<file path="config.mk">
export PLATFORM = sky130hd
export DESIGN_NAME = gate_selftest_ctrl
export DESIGN_NICKNAME = d
export VERILOG_FILES = /design/src/rtl/gate_selftest_ctrl.sv
export SDC_FILE = /design/constraint.sdc
export NUM_CORES = 1
export LEC_CHECK = 0
export ABC_CLOCK_PERIOD_IN_PS = 2660
export CORE_AREA = 2 2 55 57
export DETAILED_ROUTE_END_ITERATION = 10
export DIE_AREA = 0 0 57 59
export PLACE_DENSITY = 0.75
export REMOVE_ABC_BUFFERS = 1
export SETUP_SLACK_MARGIN = 0.05
export SLEW_MARGIN = 20
export SYNTH_ARGS = -nofsm -noshare
export SYNTH_HDL_FRONTEND = slang
export SYNTH_SLANG_ARGS = --single-unit
export TNS_END_PERCENT = 30
</file>
<file path="constraint.sdc">
create_clock -name clk_in -period 2.66 [get_ports clk_in]
set_clock_uncertainty 0.2 [all_clocks]
set_input_delay 0.399 -clock clk_in [delete_from_list [all_inputs] [get_ports clk_in]]
set_output_delay 0.399 -clock clk_in [all_outputs]
set_load 0.005 [all_outputs]
</file>
<file path="src/rtl/gate_selftest_ctrl.sv">
// Self-test sequencer for an 8-gate block: sweeps {a,b}, checks the
// returned gate results and accumulates a sticky fail mask and error count.
`timescale 1ns/1ps

module gate_selftest_ctrl #(
    parameter int NUM_PASSES = 4,
    parameter int ERR_W      = 8
) (
    input  logic             clk_in,
    input  logic             rstn_in,
    input  logic             start_in,
    input  logic             abort_in,
    output logic             a_out,
    output logic             b_out,
    input  logic [7:0]       res_in,
    output logic             busy_out,
    output logic             done_out,
    output logic             pass_out,
    output logic [7:0]       fail_mask_out,
    output logic [ERR_W-1:0] err_cnt_out
);

    localparam int NUM_VEC = 4 * NUM_PASSES;
    localparam int IDX_W   = $clog2(NUM_VEC);
    localparam logic [IDX_W-1:0] LAST_IDX = IDX_W'(NUM_VEC - 1);

    typedef enum logic [1:0] {
        S_IDLE,
        S_APPLY,
        S_SAMPLE,
        S_DONE
    } state_t;

    state_t           state;
    state_t           state_nxt;
    logic [IDX_W-1:0] idx;
    logic [IDX_W-1:0] idx_inc;
    logic             go;
    logic             last_vec;
    logic             do_cmp;
    logic [7:0]       exp_res;
    logic [7:0]       mism;
    logic             cnt_full;

    assign idx_inc  = idx + IDX_W'(1);
    assign last_vec = (idx == LAST_IDX);
    assign go       = ((state == S_IDLE) || (state == S_DONE))
                      && start_in && !abort_in;
    assign do_cmp   = (state == S_SAMPLE) && !abort_in;
    assign cnt_full = &err_cnt_out;

    // Bit order: not, buf, and, or, nand, nor, xor, xnor (LSB first)
    assign exp_res = {
        ~(a_out ^ b_out),
        a_out ^ b_out,
        ~(a_out | b_out),
        ~(a_out & b_out),
        a_out | b_out,
        a_out & b_out,
        a_out,
        ~a_out
    };
    assign mism = res_in ^ exp_res;

    always_ff @(posedge clk_in or negedge rstn_in) begin
        if (!rstn_in) begin
            state <= S_IDLE;
        end else begin
            state <= state_nxt;
        end
    end

    always_comb begin
        state_nxt = state;
        if (abort_in) begin
            state_nxt = S_IDLE;
        end else begin
            unique case (state)
                S_IDLE:   if (start_in) state_nxt = S_APPLY;
                S_APPLY:  state_nxt = S_SAMPLE;
                S_SAMPLE: state_nxt = last_vec ? S_DONE : S_APPLY;
                S_DONE:   if (start_in) state_nxt = S_APPLY;
                default:  state_nxt = S_IDLE;
            endcase
        end
    end

    always_comb begin
        busy_out = 1'b0;
        done_out = 1'b0;
        pass_out = 1'b0;
        unique case (state)
            S_APPLY:  busy_out = 1'b1;
            S_SAMPLE: busy_out = 1'b1;
            S_DONE: begin
                done_out = 1'b1;
                pass_out = (fail_mask_out == 8'h00);
            end
            default: ;
        endcase
    end

    // Abort keeps the accumulated results but parks the stimulus at 00
    always_ff @(posedge clk_in or negedge rstn_in) begin
        if (!rstn_in) begin
            idx           <= '0;
            a_out         <= 1'b0;
            b_out         <= 1'b0;
            fail_mask_out <= 8'h00;
            err_cnt_out   <= '0;
        end else if (abort_in) begin
            idx   <= '0;
            a_out <= 1'b0;
            b_out <= 1'b0;
        end else if (go) begin
            idx           <= '0;
            a_out         <= 1'b0;
            b_out         <= 1'b0;
            fail_mask_out <= 8'h00;
            err_cnt_out   <= '0;
        end else if (do_cmp) begin
            fail_mask_out <= fail_mask_out | mism;
            if ((|mism) && !cnt_full) begin
                err_cnt_out <= err_cnt_out + ERR_W'(1);
            end
            if (!last_vec) begin
                idx   <= idx_inc;
                a_out <= idx_inc[1];
                b_out <= idx_inc[0];
            end
        end
    end

endmodule

</file>
==> results by stage <==
Run status:
- The run finished with clean final reports.

Logic synthesis:
- The mean instance size in the synthesized netlist is 9.34 µm².
- The unique cell type count in the Yosys netlist is 34.
- The sequential-to-total area share from yosys stat is 44.0%.
- The number of synthesized register bits is 22.
- After technology mapping, the gate count stands at 134.
- The area of the mapped netlist is 0.00125 mm².
- The count of yosys warnings during synthesis is 0.

Worst setup path:
- The startpoint class of the critical path is a flop.
- The critical path's top delay family is compound AO/OA/AOI/OAI gates.
- The worst endpoint required time is 2.69 ns.
- The worst setup path is captured at a flop.
- The largest driver fanout on the critical path is 8.
- The largest stage delay on the critical path is 0.44 ns.
- The critical path contains buffers and inverters numbering 2 combined.
- Walking the worst path, the cells encountered are inv_1, ha_1, and3b_1, o22ai_1, o211ai_2, buf_4, or3_1, a21oi_1.
- The arrival time of data at the critical path endpoint is 2.48 ns.
- The standard cell with the maximum stage delay on the critical path is dfrtp_1.
- The critical path class is reg2reg.

Timing:
- The total negative slack for setup checks is 0 ns.
- The final hold violation count came to 0.
- The portion of the clock cycle consumed by the worst path in the final layout is 92.4%.
- Setup slack on the critical path of the routed design comes to 0.203 ns.
- The slew of the pin with the lowest slew margin is 0.439 ns.
- The final number of setup-violating endpoints is 0.
- The worst max-slew margin expressed relative to the limit is 70.6%.
- For this run, the top clock speed supported by timing is 407 MHz.
- The worst path needs 2.46 ns of the cycle, external delays included.
- The number of pins exceeding their max-slew limit in the final report is 0.
- Setup repair after global routing left no endpoint under its margin.

Floorplanning:
- The floorplan step set the die width to 57 µm.
- The die covers 0.00336 mm².
- The number of cell rows is 19.
- 33 I/O pins were placed.
- The area inside the core boundary is 0.00271 mm².
- The vertical die dimension is 59 µm.
- The initial core utilization is 46.2%.

Job:
- Max-cap violations in this run came to 0.

Clock tree:
- The clock passes through at most 2 buffers.
- The quantity of hold-fixing buffers added after cts is 0.
- The number of buffers added by the clock tree synthesis step is 3.
- In this run the number of H-tree levels came out at 1.
- In this run the clock root is driven by a clkbuf_4.
- Clock-pin slew was measured on the worst setup and hold paths at 0.12 ns.
- The CTS tree is done.
- The number of clock sinks seen by CTS is 22.
- The clock latency at the later pin of the worst-skew pair is 0.30 ns.

Pwr:
- The worst voltage drop across the vdd grid is 0.000546 V.
- Power spread over the standard cell area amounts to 759 mW/mm².
- The leakage dissipation is 0.000741 µW.

Finish:
- The fraction of final layout cells sized beyond drive strength 1 is 7.60%.
- Summing all non-filler instances in the final layout gives an area of 0.00167 mm².
- For this run, the post-layout net count is 190.
- The area growth from synthesis to layout is 33.5%.
- The repair_antennas step left the layout with diodes totalling 0.
- The commonest non-fill, non-tap cell in the layout is clkdlybuf4s50_1.
- Leaving out fill and tap cells, the most frequent cells in the layout are 31 x clkdlybuf4s50_1, 22 x dfrtp_1, 14 x a21oi_1.

Hold path:
- The classification of the worst-slack hold path is in2async.

Detailed routing:
- The number of nets with antenna violations after routing is 0.
- The violation count after the first detailed-route iteration is 40.
- Dividing the detail-routed wire length by the instance count gives 15.0 µm.
- The routed wire length is 3020 µm.
- The routed via count is 1122.
- After detailed routing, the number of vias per cell comes to 5.55.
- The iteration count of the initial detailed-routing pass is 4.
- For this run, design rule violations remaining after detail routing come to 0.

Placed design:
- Timing analysis after detailed placement gives a worst setup slack of 0.168 ns.
- The placer congestion estimate is 0.875.
- The post-DP HPWL is 2310 µm.
- In this run the tool buffered the top-level ports with 32 buffer cells.
- Once placement finished, the instance area stood at 0.00163 mm².

GRT:
- The global-route wire length before repair is 5180 µm.
- The number of global-route vias before repair came to 1165.
- The number of antenna violations at the first check in global routing is 0.
- Entering global routing, the biggest net connects 23 pins.
- In the global route stage, overall resource usage came out at 19.4%.
- Summed over all layers, the global routing overflow is 0.
layer usage:
metal | up-vias | track usage, % | share of wire (%)
li1 | 554 | - | -
met1 | 527 | 26.2 | 48
met2 | 37 | 33.3 | 46
met3 | 4 | 2.62 | 4.4
met4 | 0 | 4.65 | 1.3
met5 | - | 0 | 0
power breakdown:
group	internal [µW]	switching (µW)
Combinational	314	262
Clock	83.3	95.0
Sequential	422	91.0
registers in the layout, indices dropped and copies added, names as in the netlist:
register       cells
fail_mask_out      8
state              2
idx                4
err_cnt_out        8
Yosys cell counts, drive strengths merged:
cell      n  area [µm²]
a211oi    2        15.0
a21oi    14        70.1
a2bb2oi   1        8.76
and3b     4        35.0
and4      1        8.76
and4b     1        10.0
buf       4        26.3
clkbuf    1        3.75
dfrtp    22         551
ha        6        75.1
inv       7        26.3
nand2     9        33.8
nand2b    3        18.8
nand3     6        30.0
nand3b    1        7.51
nand4     3        18.8
nor2     13        48.8
nor2b     1        6.26
nor3      2        10.0
nor3b     4        30.0
nor4      2        12.5
o211ai    2        20.0
o21ai     4        20.0
o22ai     2        12.5
o311ai    1        8.76
o31ai     1        7.51
o41ai     1        8.76
or2       1        6.26
or3       3        18.8
or4       2        15.0
xnor2     5        43.8
xor2      5        43.8
final timing paths:
kind	depth (start not counted)	slack, ns	end	from
min in group clk_in	2	0.35	fail_mask_out[7]	fail_mask_out[7]
hold / removal	2	0.23	state[1]	rstn_in
setup / recovery	8	0.20	err_cnt_out[3]	idx[1]
max in group asynchronous	2	1.80	fail_mask_out[1]	rstn_in
setup reg to reg	8	0.20	err_cnt_out[3]	idx[1]
hold reg to reg	2	0.35	fail_mask_out[7]	fail_mask_out[7]
layout make-up:
class / instances / area (µm²)
inverters: 7 / 26.3
repair buffers: 38 / 368
multi-input cells: 100 / 651
well taps: 31 / 38.8
fillers: 242 / 1040
flip-flops and latches: 22 / 551
clock buffers: 4 / 36.3
metrics by stage:
step                total power (µW)  util, %  hold slack, ns  instances
finish                          1270     61.6           0.231        202
global route                    1370     61.6           0.228        202
CTS                             1270     61.3           0.234        202
detailed placement              1090     60.0           0.313        198
global placement                1070     60.0           0.313        198
floorplan                        774        -         -0.0966        129
logic make-up (layout without fill, tap and decap cells):
logic type,Yosys count,count (layout),synth area share [%]
and+or+nand+nor,56,56,24.8
DFF,22,22,44.0
adders and majority gates,6,6,6.00
xor gates and xnor gates,10,10,7.00
AOI/OAI and AO/OA,28,28,13.7
buffers and inverters,12,49,4.50
timing repair:
| item | 4_1_cts | 5_1_grt |
|---|---|---|
| resized for setup | 0 | 2 |
| setup buffers | 0 | 0 |
| setup endpoints to repair | 0 | 1 |
No activity file was read; power rests on OpenSTA's default activity.
